--- src/rtl/rst_seq_gen.sv ---
// Reset sequencer: synchronizes a raw asynchronous reset and releases NUM_CH
// active-low channel resets in a fixed, staggered, ascending order.
`timescale 1ns/1ps

module rst_seq_gen #(
    parameter int NUM_CH         = 4,
    parameter int SYNC_STAGES    = 2,
    parameter int RST_CLK_CYCLES = 16,
    parameter int STAGGER_CYCLES = 4,
    parameter int CNT_W          = 16
) (
    input  logic              clk_i,
    input  logic              rst_ni,
    input  logic              sw_rst_req_i,
    input  logic [NUM_CH-1:0] ch_hold_i,
    output logic [NUM_CH-1:0] rst_no,
    output logic              done_o
);

    localparam longint LAST_SLOT_WIDE =
        longint'(RST_CLK_CYCLES) + longint'(NUM_CH - 1) * longint'(STAGGER_CYCLES);

    // Parameter sanity: refuse to elaborate a configuration the counter cannot time.
    if (NUM_CH < 1) begin : g_chk_num_ch
        $fatal(1, "rst_seq_gen: NUM_CH must be >= 1");
    end
    if (SYNC_STAGES < 2) begin : g_chk_sync
        $fatal(1, "rst_seq_gen: SYNC_STAGES must be >= 2");
    end
    if (RST_CLK_CYCLES < 1) begin : g_chk_rst_cycles
        $fatal(1, "rst_seq_gen: RST_CLK_CYCLES must be >= 1");
    end
    if (STAGGER_CYCLES < 0) begin : g_chk_stagger
        $fatal(1, "rst_seq_gen: STAGGER_CYCLES must be >= 0");
    end
    if (CNT_W < 1 || CNT_W > 62) begin : g_chk_cnt_w
        $fatal(1, "rst_seq_gen: CNT_W must be in 1..62");
    end
    if ((CNT_W <= 62) && (LAST_SLOT_WIDE >= (longint'(1) << CNT_W))) begin : g_chk_cnt_range
        $fatal(1, "rst_seq_gen: last release slot does not fit in CNT_W bits");
    end

    localparam logic [CNT_W-1:0] HOLD_LAST = CNT_W'(RST_CLK_CYCLES - 1);
    localparam logic [CNT_W-1:0] LAST_SLOT = CNT_W'(LAST_SLOT_WIDE);

    typedef enum logic [1:0] {
        ST_SYNC,
        ST_HOLD,
        ST_RELEASE,
        ST_RUN
    } state_e;

    state_e              state_q, state_d;
    logic [CNT_W-1:0]    cnt_q, cnt_d, cnt_inc;
    logic [NUM_CH-1:0]   rst_d, release_mask;
    logic                done_d;
    logic [SYNC_STAGES-2:0] sync_q;

    function automatic logic [CNT_W-1:0] slot_of(input int k);
        return CNT_W'(RST_CLK_CYCLES + k * STAGGER_CYCLES);
    endfunction

    // The first SYNC_STAGES-1 stages live here; the state register leaving
    // SYNC is the final stage, so HOLD starts on the SYNC_STAGES-th edge.
    always_ff @(posedge clk_i or negedge rst_ni) begin
        if (!rst_ni) begin
            sync_q <= '0;
        end else begin
            // NOTE: sequential state uses non-blocking assignments so every
            // flop samples the pre-edge values regardless of statement order.
            sync_q[0] <= 1'b1;
            for (int i = 1; i < SYNC_STAGES - 1; i++) begin
                sync_q[i] <= sync_q[i-1];
            end
        end
    end

    always_ff @(posedge clk_i or negedge rst_ni) begin
        if (!rst_ni) begin
            state_q <= ST_SYNC;
            cnt_q   <= '0;
            rst_no  <= '0;
            done_o  <= 1'b0;
        end else begin
            state_q <= state_d;
            cnt_q   <= cnt_d;
            rst_no  <= rst_d;
            done_o  <= done_d;
        end
    end

    always_comb begin
        // NOTE: every combinational output gets a default first, so no path
        // through the case statement can infer a latch.
        state_d      = state_q;
        cnt_d        = cnt_q;
        rst_d        = rst_no;
        done_d       = done_o;
        cnt_inc      = cnt_q + CNT_W'(1);
        release_mask = '0;

        // A channel leaves reset on the edge where the counter reaches its slot.
        for (int k = 0; k < NUM_CH; k++) begin
            release_mask[k] = (cnt_inc == slot_of(k)) && !ch_hold_i[k];
        end

        case (state_q)
            ST_SYNC: begin
                if (sync_q[SYNC_STAGES-2]) begin
                    state_d = ST_HOLD;
                    cnt_d   = '0;
                end
            end
            ST_HOLD: begin
                cnt_d = cnt_inc;
                rst_d = rst_no | release_mask;
                if (cnt_q == HOLD_LAST) begin
                    state_d = ST_RELEASE;
                end
            end
            ST_RELEASE: begin
                cnt_d = cnt_inc;
                rst_d = rst_no | release_mask;
                if (cnt_q == LAST_SLOT) begin
                    state_d = ST_RUN;
                    done_d  = 1'b1;
                end
            end
            ST_RUN: begin
                rst_d = ~ch_hold_i;
            end
            default: begin
                state_d = ST_SYNC;
            end
        endcase

        // Software replay wins over everything once the synchronizer has released.
        if (sw_rst_req_i && (state_q != ST_SYNC)) begin
            state_d = ST_HOLD;
            cnt_d   = '0;
            rst_d   = '0;
            done_d  = 1'b0;
        end
    end

endmodule
--- config.mk ---
export PLATFORM = sky130hd
export DESIGN_NAME = rst_seq_gen
export DESIGN_NICKNAME = d
export VERILOG_FILES = /design/src/rtl/rst_seq_gen.sv
export SDC_FILE = /design/constraint.sdc
export NUM_CORES = 1
export LEC_CHECK = 0
export ABC_AREA = 1
export ABC_CLOCK_PERIOD_IN_PS = 2500
export BUFFER_PORTS_ARGS = -buffer_cell sky130_fd_sc_hd__buf_2
export CORE_MARGIN = 2
export CORE_UTILIZATION = 60
export DETAILED_ROUTE_END_ITERATION = 7
export PLACE_DENSITY_LB_ADDON = 0.15
export SLEW_MARGIN = 5
export SYNTH_ARGS = -nofsm -noshare
export SYNTH_HDL_FRONTEND = slang
export SYNTH_SLANG_ARGS = --single-unit
--- constraint.sdc ---
create_clock -name clk_i -period 2.5 [get_ports clk_i]
set_clock_uncertainty 0.2 [all_clocks]
set_input_delay 0.5 -clock clk_i [delete_from_list [all_inputs] [get_ports clk_i]]
set_output_delay 0.5 -clock clk_i [all_outputs]
set_load 0.05 [all_outputs]
Yosys cells after proc, flatten, opt, wreduce, memory -nomap -nowiden

Cells that the tools add are included.

Add/subtract/negate cells: 1
Equality and inequality tests: 12
Multiplexer cells: 13
Bitwise logic cells: 2
Reduce and logical (&&, ||, !) cells: 20

Operators by type and width:

| operator                                                                | number |
|---|---|
| 16-bit by 5-bit equality test with 1-bit output (second input constant) | 5 |
| 16-bit two-way mux                                                      | 2 |
| 16-bit one-hot mux with 2 select lines                                  | 1 |
| 16-bit by 1-bit adder with 16-bit output (second input constant)        | 1 |
| 16-bit by 4-bit equality test with 1-bit output (second input constant) | 1 |
| 3-bit inequality test (second input constant)                           | 3 |
| 2-bit two-way mux                                                       | 4 |
| 4-bit one-hot mux with 2 select lines                                   | 1 |
| 2-bit one-hot mux with 3 select lines                                   | 1 |
| 2-bit nonzero test                                                      | 3 |
| 3-bit nonzero test                                                      | 2 |
| 1-bit logical AND                                                       | 5 |
| 2-bit equality test (second input constant)                             | 2 |
| 1-bit zero test                                                         | 4 |
| 4-bit two-way mux                                                       | 1 |
| 4-bit NOT                                                               | 1 |
| 4-bit OR                                                                | 1 |
| 2-bit AND reduction                                                     | 2 |
| 4-bit AND reduction                                                     | 1 |
| 4-bit nonzero test                                                      | 1 |
| 1-bit two-way mux                                                       | 3 |
| 2-bit by 1-bit equality test with 1-bit output (second input constant)  | 1 |
| 2-bit zero test                                                         | 1 |
| 2-bit OR reduction                                                      | 1 |

Flip-flop bits (word level): 24
Input bits: 7
Output and inout port bits: 5
Word-level logic and storage cells: 53

Logic depth before layout (Yosys ltp)

Depth after elaboration: 6
Depth in mapped cells: 15
Depth with buffers taken out: 14

Worst setup path after synthesis

Ideal clock, no wire load.

Kind: reg2reg
Start: register state_q[0]
End: register cnt_q[10]
Arrival time: 1.667 ns
Data required time: 2.216 ns
Slack: 0.549 ns
Stages on the path, launching flop included: 9
Path buffers: 0
Period minus slack after synthesis: 1.951 ns
Path through: dfrtp_1 > inv_1 > ha_1 > inv_1 > o21ai_0 > nor2_1 > nor2_2 > clkinv_1 > o22ai_1

Word-level cells in the longest chain between the ends: 4
Elaborated cells on any way between the ends: 11

Ends and longest elaborated chain:

| item                                                                 | line | text |
|---|---|---|
| start, declared                                                      | 53   | `state_e state_q, state_d;` |
| start signal, assigned                                               | 85   | `state_q <= state_d;` |
| 2-bit equality test, or another cell as far along                    | 107  | `case (state_q)` |
| 2-bit OR reduction (no line) or 1-bit logical AND (tied branches)    | --   |  |
| 16-bit one-hot mux with 2 select lines, or another cell as far along | 107  |  |
| 16-bit two-way mux or 2-bit AND reduction (tied branches)            | --   |  |
| end signal, assigned                                                 | 86   | `cnt_q <= cnt_d;` |
| end, declared                                                        | 54   | `logic [CNT_W-1:0] cnt_q, cnt_d, cnt_inc;` |

Several ways; a longest one is shown, not always the timed one.
A chain may end at the register's enable or synchronous reset.

Final worst setup path

Start: register state_q[0]
End: register cnt_q[6]

Same word-level chain as after synthesis.

==> flow_metrics.tcl <==
set metrics [dict create \
    outcome "completed" \
    relSlewSlack_pct 62.75 \
    hold_path_class "in2reg" \
    n_fill_cell 247 \
    tightestPinTransition_ns 0.5587 \
    synthMuxAreaShare_pct 0 \
    drive_above_1_share_pct 15.18 \
    dpl.cell_count 283 \
    synth_ff_type "dfrtp_1" \
    synth_compound_area_share_pct 9.144 \
    htreeDepth 1 \
    hold_buffers 1 \
    initial_utilization_pct 62.56 \
    synth_edf_count 0 \
    die_h_um 57.39 \
    syn_inst 242 \
    overflow 0 \
    yosysTopAreaCellShare_pct 35.11 \
    finalSetupTns_ns 0 \
    cts_buffer_depth 2 \
    p_per_area_nw_per_um2 768.0 \
    drcViolationCount 0 \
    die_area_sq_um 3294 \
    synth_fa_ha_area_share_pct 5.852 \
    grtUsageTotal_pct 25.64 \
    drt_first_pass_iters 4 \
    crit_arrival_ns 2.20 \
    critical_path_class "reg2reg" \
    finalSetupViolCount 0 \
    cts_tree "done" \
    cap_violations 0 \
    place_hpwl_mm 2.784 \
    synth-xor-area-share_pct 0.5121 \
    synth_top_area_cell "dfrtp_1" \
    totalWireLength_mm 3.751 \
    cts.clk_slew.worst_paths_ns 0.15 \
    worst_skew_pair.late_latency_ns 0.34 \
    post_dp_cell_area_sq_um 1800 \
    postCtsSetupRepairBufs 0 \
    synthArstFlopShare_pct 100.0 \
    avgViaCountPerCell 5.559 \
    io_buffers 11 \
    cp.required_ns 2.50 \
    slowest_delay_ns 0.47 \
    n_antenna_cell 0 \
    layout.nets 273 \
    ant_nets 0 \
    worst_path_max_delay_cell "dfrtp_1" \
    cts-buffers-inserted 3 \
    core-area_sq_um 2734 \
    ys_ff_latch 24 \
    synthesis.nets 257 \
    routedWlPerCell_um 13.02 \
    ys_seq_area_share_pct 35.11 \
    synth.area.top_cells "dfrtp_1 (35%), nand2_1 (17%), inv_1 (6.6%)" \
    cts_root_buf "clkbuf_4" \
    grt_pass1_wl_mm 6.658 \
    cp-end-kind "flop" \
    yosys.area_share.simple_pct 40.23 \
    die_x_um 57.39 \
    row_count 19 \
    design_area_sq_um 1863 \
    startpoint_type "flop" \
    max_freq_mhz 454.5 \
    vias 1601 \
    rsz0062_at_grt "false" \
    cp_cell_sequence "inv_1 -> ha_1 -> nor2_1 -> nor2_1 -> inv_1 -> o21ai_0" \
    critPathMaxFanout 16 \
    multi_input_area_sq_um 957.2 \
    syn_to_final_growth_pct 8.925 \
    worst-path-buf-inv 2 \
    syn-mean-instance-area_sq_um 7.068 \
    power.leakage_nw 0.9527 \
    regArea_sq_um 600.6 \
    cp_top_family "buffers and inverters" \
    num_io_pins 12 \
    yosys_warnings 0 \
    drt_iter0_drc 134 \
    syn_area_sq_um 1710 \
    synth_top_family_by_area "simple AND/OR/NAND/NOR gates" \
    post-route-period-util_pct 88.02 \
    synth.distinct_cells 28 \
    drv_slew 0 \
    grt_max_degree 25 \
    post-route-util_pct 68.15 \
    antenna_found_initial 0 \
    vdd_drop_max_uv 875.4 \
    routabilityCongestion 0.8923 \
    final-instance-count-excl-fill 288 \
    grt_pass1_vias 1464 \
    hold_violations 0 \
    clock-sinks 24 \
    cts_resized 0 \
    min_period_ns 2.200 \
]
[metrics by stage]
step | hold slack (ns) | total power [W] | setup slack (ns)
6_report | 0.2567 | 0.001431 | 0.2995
5_1_grt | 0.2860 | 0.001557 | 0.05950
3_3_place_gp | 0.2738 | 0.001134 | 0.3707
2_1_floorplan | 0.004409 | 0.0009707 | 0.5492
3_5_place_dp | 0.2771 | 0.001142 | 0.3657
4_1_cts | 0.2593 | 0.001435 | 0.3240
[cell usage after synthesis (2+ instances only)]
cell,instances
clkinv_2,2
nor4_1,2
o22ai_1,9
clkinv_1,4
dfrtp_1,24
nand4_1,10
nand2_1,78
nand3_1,17
nand3_2,4
inv_1,30
nor2_2,2
nor2_1,11
ha_1,8
nor3_1,5
o21ai_1,2
nand2_2,6
o21ai_0,12
nor2_4,6
[state kept, by name, indices dropped and copies added, names as in the netlist]
signal	flops
cnt_q	16
done_o	1
state_q	2
rst_no	4
sync_q	1
[power breakdown]
group / switching (W) / internal [W]
Clock: 0.000129 / 0.000162
Sequential: 0.0000581 / 0.000446
Combinational: 0.000460 / 0.000175
Total: 0.000648 / 0.000783
[cell families (layout without fill, tap and decap cells)]
group                    after synthesis  in the layout
XOR/XNOR                               1              1
adder cells (fa/ha/maj)                8              8
AO/OA/AOI/OAI                         27             27
flip-flops                            24             24
AND/OR/NAND/NOR                      142            142
other                                  1              1
buffers and inverters                 39             54
[worst register-to-register path, cell delays in order (launching register included)]
cell and delay, ns:
dfrtp_1 0.47, inv_1 0.14, ha_1 0.25, nor2_1 0.30, nor2_1 0.13, inv_1 0.40
o21ai_0 0.17
[final cells by class]
type	count	area share, %
clock inverter	1	1.612
timing repair buffer	13	3.895
inverter	37	7.589
multi-input combinational	179	51.38
clock buffer	3	1.209
sequential	24	32.24
tap	31	2.082
[cells in the final DEF, fill, tap and decap left out, types with 2 or more instances in the layout]
| cell type | n |
|---|---|
| clkinv_2 | 2 |
| nand2_1 | 78 |
| nand4_1 | 10 |
| nand2_2 | 6 |
| o21ai_1 | 2 |
| o21ai_0 | 12 |
| o22ai_1 | 9 |
| inv_1 | 30 |
| nor2_2 | 2 |
| nand3_1 | 17 |
| ha_1 | 8 |
| clkinv_1 | 4 |
| nor4_1 | 2 |
| buf_2 | 11 |
| nor2_4 | 6 |
| dfrtp_1 | 24 |
| nand3_2 | 4 |
| clkbuf_4 | 3 |
| nor2_1 | 11 |
| nor3_1 | 5 |
[routing by layer]
layer,track usage [%],routed length (um),vias up
met5,0,0,-
met4,10.63,125,0
met2,38.47,1626,59
met3,2.268,263,13
met1,37.95,1735,715
li1,-,-,814
[worst paths after layout]
kind / startpoint / to / slack [ns] / cells after the start
worst max register to register: state_q[0] / cnt_q[6] / 0.30 / 6
min in group asynchronous: rst_ni / cnt_q[1] / 0.46 / 2
worst min register to register: done_o / done_o / 0.31 / 1
worst min-delay path: ch_hold_i[3] / rst_no[3] / 0.26 / 6
max in group asynchronous: rst_ni / cnt_q[14] / 1.25 / 2
worst max-delay path: state_q[0] / cnt_q[6] / 0.30 / 6
(Power assumes the default switching activity.)
